File: config.mk
export PLATFORM = sky130hd
export DESIGN_NAME = wrr_arbiter
export DESIGN_NICKNAME = d
export VERILOG_FILES = /design/src/rtl/wrr_pkg.sv /design/src/rtl/wrr_arbiter_rr_pick.sv /design/src/rtl/wrr_arbiter.sv
export SDC_FILE = /design/constraint.sdc
export NUM_CORES = 1
export LEC_CHECK = 0
export CORE_MARGIN = 10
export CORE_UTILIZATION = 48
export DETAILED_ROUTE_END_ITERATION = 7
export PLACE_DENSITY_LB_ADDON = 0.15
export RECOVER_POWER = 25
export SYNTH_ARGS = -nofsm -noshare
export SYNTH_HDL_FRONTEND = slang
export SYNTH_SLANG_ARGS = --single-unit
export TNS_END_PERCENT = 20
File: constraint.sdc
create_clock -name clk -period 3.3 [get_ports clk]
set_clock_uncertainty 0.15 [all_clocks]
set_input_delay 0.495 -clock clk [delete_from_list [all_inputs] [get_ports clk]]
set_output_delay 0.495 -clock clk [all_outputs]
set_load 0.01 [all_outputs]
File: src/rtl/wrr_pkg.sv
// Shared types and helpers for the weighted round-robin arbiter.
package wrr_pkg;

    // Two-bit encoding so a corrupted state is detectable and recoverable.
    typedef enum logic [1:0] {
        IDLE  = 2'b01,
        GRANT = 2'b10
    } state_t;

    // Index width that never collapses to zero bits.
    function automatic int id_w(input int n);
        return (n <= 2) ? 1 : $clog2(n);
    endfunction

endpackage

File: src/rtl/wrr_arbiter_rr_pick.sv
// Rotating priority encoder: first set req bit after ptr, wrapping, ptr itself last.
module rr_pick
    import wrr_pkg::*;
#(
    parameter int NREQ = 4,
    parameter int IW   = id_w(NREQ)
) (
    input  logic [NREQ-1:0] req,
    input  logic [IW-1:0]   ptr,
    output logic            found,
    output logic [IW-1:0]   idx
);

    logic [2*NREQ-1:0] dbl;
    logic [2*NREQ-1:0] masked;

    // Duplicate req and keep only the window ptr+1 .. ptr+NREQ of the doubled vector.
    always_comb begin
        dbl    = {req, req};
        masked = '0;
        for (int j = 0; j < 2*NREQ; j++) begin
            masked[j] = dbl[j] && (j > int'(ptr)) && (j <= int'(ptr) + NREQ);
        end
    end

    // Lowest set bit of the window wins; fold its position back into 0..NREQ-1.
    always_comb begin
        found = 1'b0;
        idx   = '0;
        for (int j = 2*NREQ-1; j >= 0; j--) begin
            if (masked[j]) begin
                found = 1'b1;
                idx   = (j >= NREQ) ? IW'(j - NREQ) : IW'(j);
            end
        end
    end

endmodule

File: src/rtl/wrr_arbiter.sv
// Weighted round-robin arbiter: each holder keeps the grant for up to its quantum.
module wrr_arbiter
    import wrr_pkg::*;
#(
    parameter int NREQ = 4,
    parameter int WW   = 4,
    parameter int IW   = id_w(NREQ)
) (
    input  logic               clk,
    input  logic               rst,
    input  logic [NREQ-1:0]    req,
    input  logic [NREQ*WW-1:0] weight,
    output logic [NREQ-1:0]    grant,
    output logic [IW-1:0]      grant_id,
    output logic               grant_valid,
    output logic               grant_last
);

    state_t          state;
    logic [WW-1:0]   cnt;
    logic [WW-1:0]   q;
    logic [IW-1:0]   ptr;

    logic            pick_found;
    logic [IW-1:0]   pick_idx;
    logic [WW-1:0]   pick_w;
    logic [WW-1:0]   pick_q;
    logic            hold_req;
    logic            at_end;

    // ptr always equals the last holder, so the same search serves idle and rotation.
    rr_pick #(.NREQ(NREQ), .IW(IW)) u_pick (
        .req   (req),
        .ptr   (ptr),
        .found (pick_found),
        .idx   (pick_idx)
    );

    // Quantum of the candidate, with a zero weight promoted to one cycle.
    always_comb begin
        pick_w   = weight[int'(pick_idx)*WW +: WW];
        pick_q   = (pick_w == '0) ? WW'(1) : pick_w;
        hold_req = req[grant_id];
        at_end   = (cnt == q - WW'(1));
    end

    assign grant_valid = |grant;
    assign grant_last  = grant_valid && at_end;

    // Grant state machine: hold while requested and quantum remains, else rotate or idle.
    always_ff @(posedge clk or negedge rst) begin
        if (!rst) begin
            state    <= IDLE;
            grant    <= '0;
            grant_id <= '0;
            cnt      <= '0;
            q        <= WW'(1);
            ptr      <= IW'(NREQ - 1);
        end else begin
            case (state)
                IDLE, GRANT: begin
                    if (state == GRANT && hold_req && !at_end) begin
                        cnt <= cnt + WW'(1);
                    end else if (pick_found) begin
                        state    <= GRANT;
                        grant    <= {{(NREQ-1){1'b0}}, 1'b1} << pick_idx;
                        grant_id <= pick_idx;
                        ptr      <= pick_idx;
                        cnt      <= '0;
                        q        <= pick_q;
                    end else begin
                        state    <= IDLE;
                        grant    <= '0;
                        grant_id <= '0;
                        cnt      <= '0;
                    end
                end
                default: begin
                    state    <= IDLE;
                    grant    <= '0;
                    grant_id <= '0;
                    cnt      <= '0;
                end
            endcase
        end
    end

endmodule

==> metrics.cfg, run 1 <==
[critical_path]
cp_cell_sequence=inv_1 -> ha_1 -> xnor2_1 -> nor4_4 -> and2_2 -> clkdlybuf4s50_1
r2r_slack_ps=800
slowest_stage=dfstp_2
r2r-start=q[0]
r2r_cells=8
cp.required_ps=2650
cpPeakStageDelay_ps=590
critPathArrivalTime_ps=2380
r2r_end=q[3]
startpoint_type=flop
crit_type=flop to output pin
cp_max_fo=4
end_kind=output pin

[route]
vias_per_cell=6.01
drtIter0Drc=72
dr.pass1.iters=4
postRouteAntennaNets=0
wire_per_inst_um=18.0
drt-total-wl_um=3060
num_vias=1022
drc=0

[sta]
period_minus_slack_ps=3020
relSlewSlack_pct=42.2
rsz0062_at_grt=no
max_freq_mhz=331
tightest_slew_ps=864
setup_viol=0
tns_ps=0
min_period_over_period_pct=91.5
slew_viol_final=0
hold_viol=0

[die]
ios=30
start_util_pct=51.8
die_y_um=69.6
core-area_sq_mm=0.00228
row_count=17
chipWidth_um=69.6
dieArea_sq_mm=0.00484

[placement]
gp_congestion=0.809
dp_hpwl_um=2400
port_buffers=29

[synthesis]
synth_seq_area_share_pct=38.6
syn-instance-count=113
ys.flop_type=dfrtp_1
avgSynthCellArea_sq_um=10.4
async_reset_ff_share_pct=100
synth_edf_count=0
ys_ff_latch=18
synth.distinct_cells=39
synth_nets=138
synth_warnings=0
syn-cell-area_sq_mm=0.00118

[power_and_ir_drop]
ir_drop_mv=0.518
p_per_area_mw_per_mm2=901
power_leakage_nw=0.645

[clock_network]
cts_setup_buffers=0
ctsHoldBuffers=0
clkSlewWorstSetupHoldPaths_ps=100
cts_tree=yes
htreeDepth=1
cts_resized=0
insertion_delay_ps=290
clock_path_buffers=2
cts.sinks=18
cts_buffers=3
root_buffer=clkbuf_4

[grt]
antenna_found_initial=0
overflow=0
grt_pass1_wl_um=5200
grt_max_degree=19
grt_pass1_vias=1018
grt.total_usage_pct=12.7

[job]
drv_cap=0

[finish]
post_route_cells_drive_above_1_share_pct=17.6
num-nets-final=168
syn2layout_area_growth_pct=29.7
post-route-util_pct=67.2
num_antenna_cells=0

[hold_path]
worstHoldPathCells=2
hp-class=flop to flop
whs_endpoint=state[0]
hp-start=state[0]

[outcome]
run_status=complete, no violations

[where the power goes]
| group | switching, W | internal, W |
|---|---|---|
| logic | 0.000403 | 0.000409 |
| registers | 0.000100 | 0.000328 |
| clock network | 0.0000703 | 0.0000672 |
| total | 0.000573 | 0.000804 |
[routing by layer]
metal / track usage (%) / up-vias / share of wire [%]
li1: - / 475 / -
met1: 16.5 / 503 / 46
met2: 19.6 / 38 / 47
met3: 3.57 / 6 / 6.1
met4: 3.99 / 0 / 1.2
met5: 0 / - / 0
[Yosys cell counts (2+ instances only)]
cell type	count	share of area, %
mux4_2	2	3.8
o21ai_0	8	3.4
inv_1	5	1.6
buf_2	3	1.3
xnor2_1	7	5.2
nor4_1	4	2.1
nand3_1	5	2.1
mux2_2	3	2.9
o211a_1	2	1.7
mux2i_1	4	3.4
and2_1	2	1.1
nor2b_1	5	2.7
xor2_1	2	1.5
nand2_1	8	2.5
nor2_1	3	0.96
a32oi_1	2	1.5
ha_1	3	3.2
clkbuf_1	3	0.96
a21oi_1	4	1.7
dfrtp_1	14	30
a22o_1	2	1.5
nor3_2	2	1.7
dfstp_2	4	8.9
[worst max-delay path: cells and delay by family, from the launching register on]
kind | cells | cell delay (ps)
AND/OR/NAND/NOR | 2 | 460
adder cells (fa/ha/maj) | 1 | 290
flip-flops | 1 | 590
XOR/XNOR | 1 | 160
buffers and inverters | 2 | 580
[how the worst max path moves through the flow]
stage / end / slack, ps / from
final: grant_last / 280 / q[0]
after global routing: grant_last / 150 / q[0]
after CTS: grant_last / 240 / q[0]
after detailed placement: q[1] / 510 / req[1]
after global placement: q[1] / 570 / req[1]
after floorplan: q[3] / 930 / q[0]
[cell usage in the layout, fill, tap and decap left out, types with 2 or more instances in the layout]
cell	count
a32oi_1	2
nor2b_1	5
dfrtp_1	14
dfstp_2	4
nor4_1	4
o21ai_0	8
o211a_1	2
ha_1	3
a21oi_1	4
a22o_1	2
nor2_1	3
xor2_1	2
clkdlybuf4s50_1	28
xnor2_1	7
mux2_2	3
nand3_1	5
nand2_1	8
buf_4	2
mux4_2	2
inv_1	5
and2_1	2
nor3_2	2
mux2i_1	4
clkbuf_4	3
[sequential cells by signal, summed over array words and instances (netlist names)]
register / flops
grant: 4
cnt: 4
state: 2
ptr: 2
grant_id: 2
q: 4
[layout make-up]
type | instances | area, sq um
clock buffers | 4 | 36.3
inverters | 5 | 18.8
well taps | 28 | 35.0
fillers | 185 | 747
flip-flops and latches | 18 | 455
repair buffers | 31 | 305
multi-input cells | 84 | 678
[logic make-up after synthesis]
family | count (synthesis) | synth area share [%]
mux | 9 | 10.1
xor+xnor | 9 | 6.69
compound gates | 28 | 18.0
fa+ha+maj | 3 | 3.19
simple gates | 35 | 19.5
flops | 18 | 38.6
buf+inv | 11 | 3.82
[metrics by stage]
step	total power, W	hold WS, ps	setup slack, ps	instances	instance area, sq um
global route	0.00149	404	154	170	1530
detailed placement	0.00124	333	508	166	1490
global placement	0.00123	331	569	166	1490
CTS	0.00138	351	241	170	1530
floorplan	0.000992	49.4	932	113	1180
finish	0.00138	352	279	170	1530
No activity file was read; power rests on OpenSTA's default activity.
==> run 2, diff against run 1 <==
--- a/config.mk
+++ b/config.mk
@@ -7,6 +7,7 @@
 export LEC_CHECK = 0
 export CORE_MARGIN = 10
 export CORE_UTILIZATION = 48
+export CTS_CLUSTER_DIAMETER = 50
 export DETAILED_ROUTE_END_ITERATION = 7
 export PLACE_DENSITY_LB_ADDON = 0.15
 export RECOVER_POWER = 25
==> results of run 2 <==
Same layout as run 1: the final DEF is identical, and so are final timing and power.
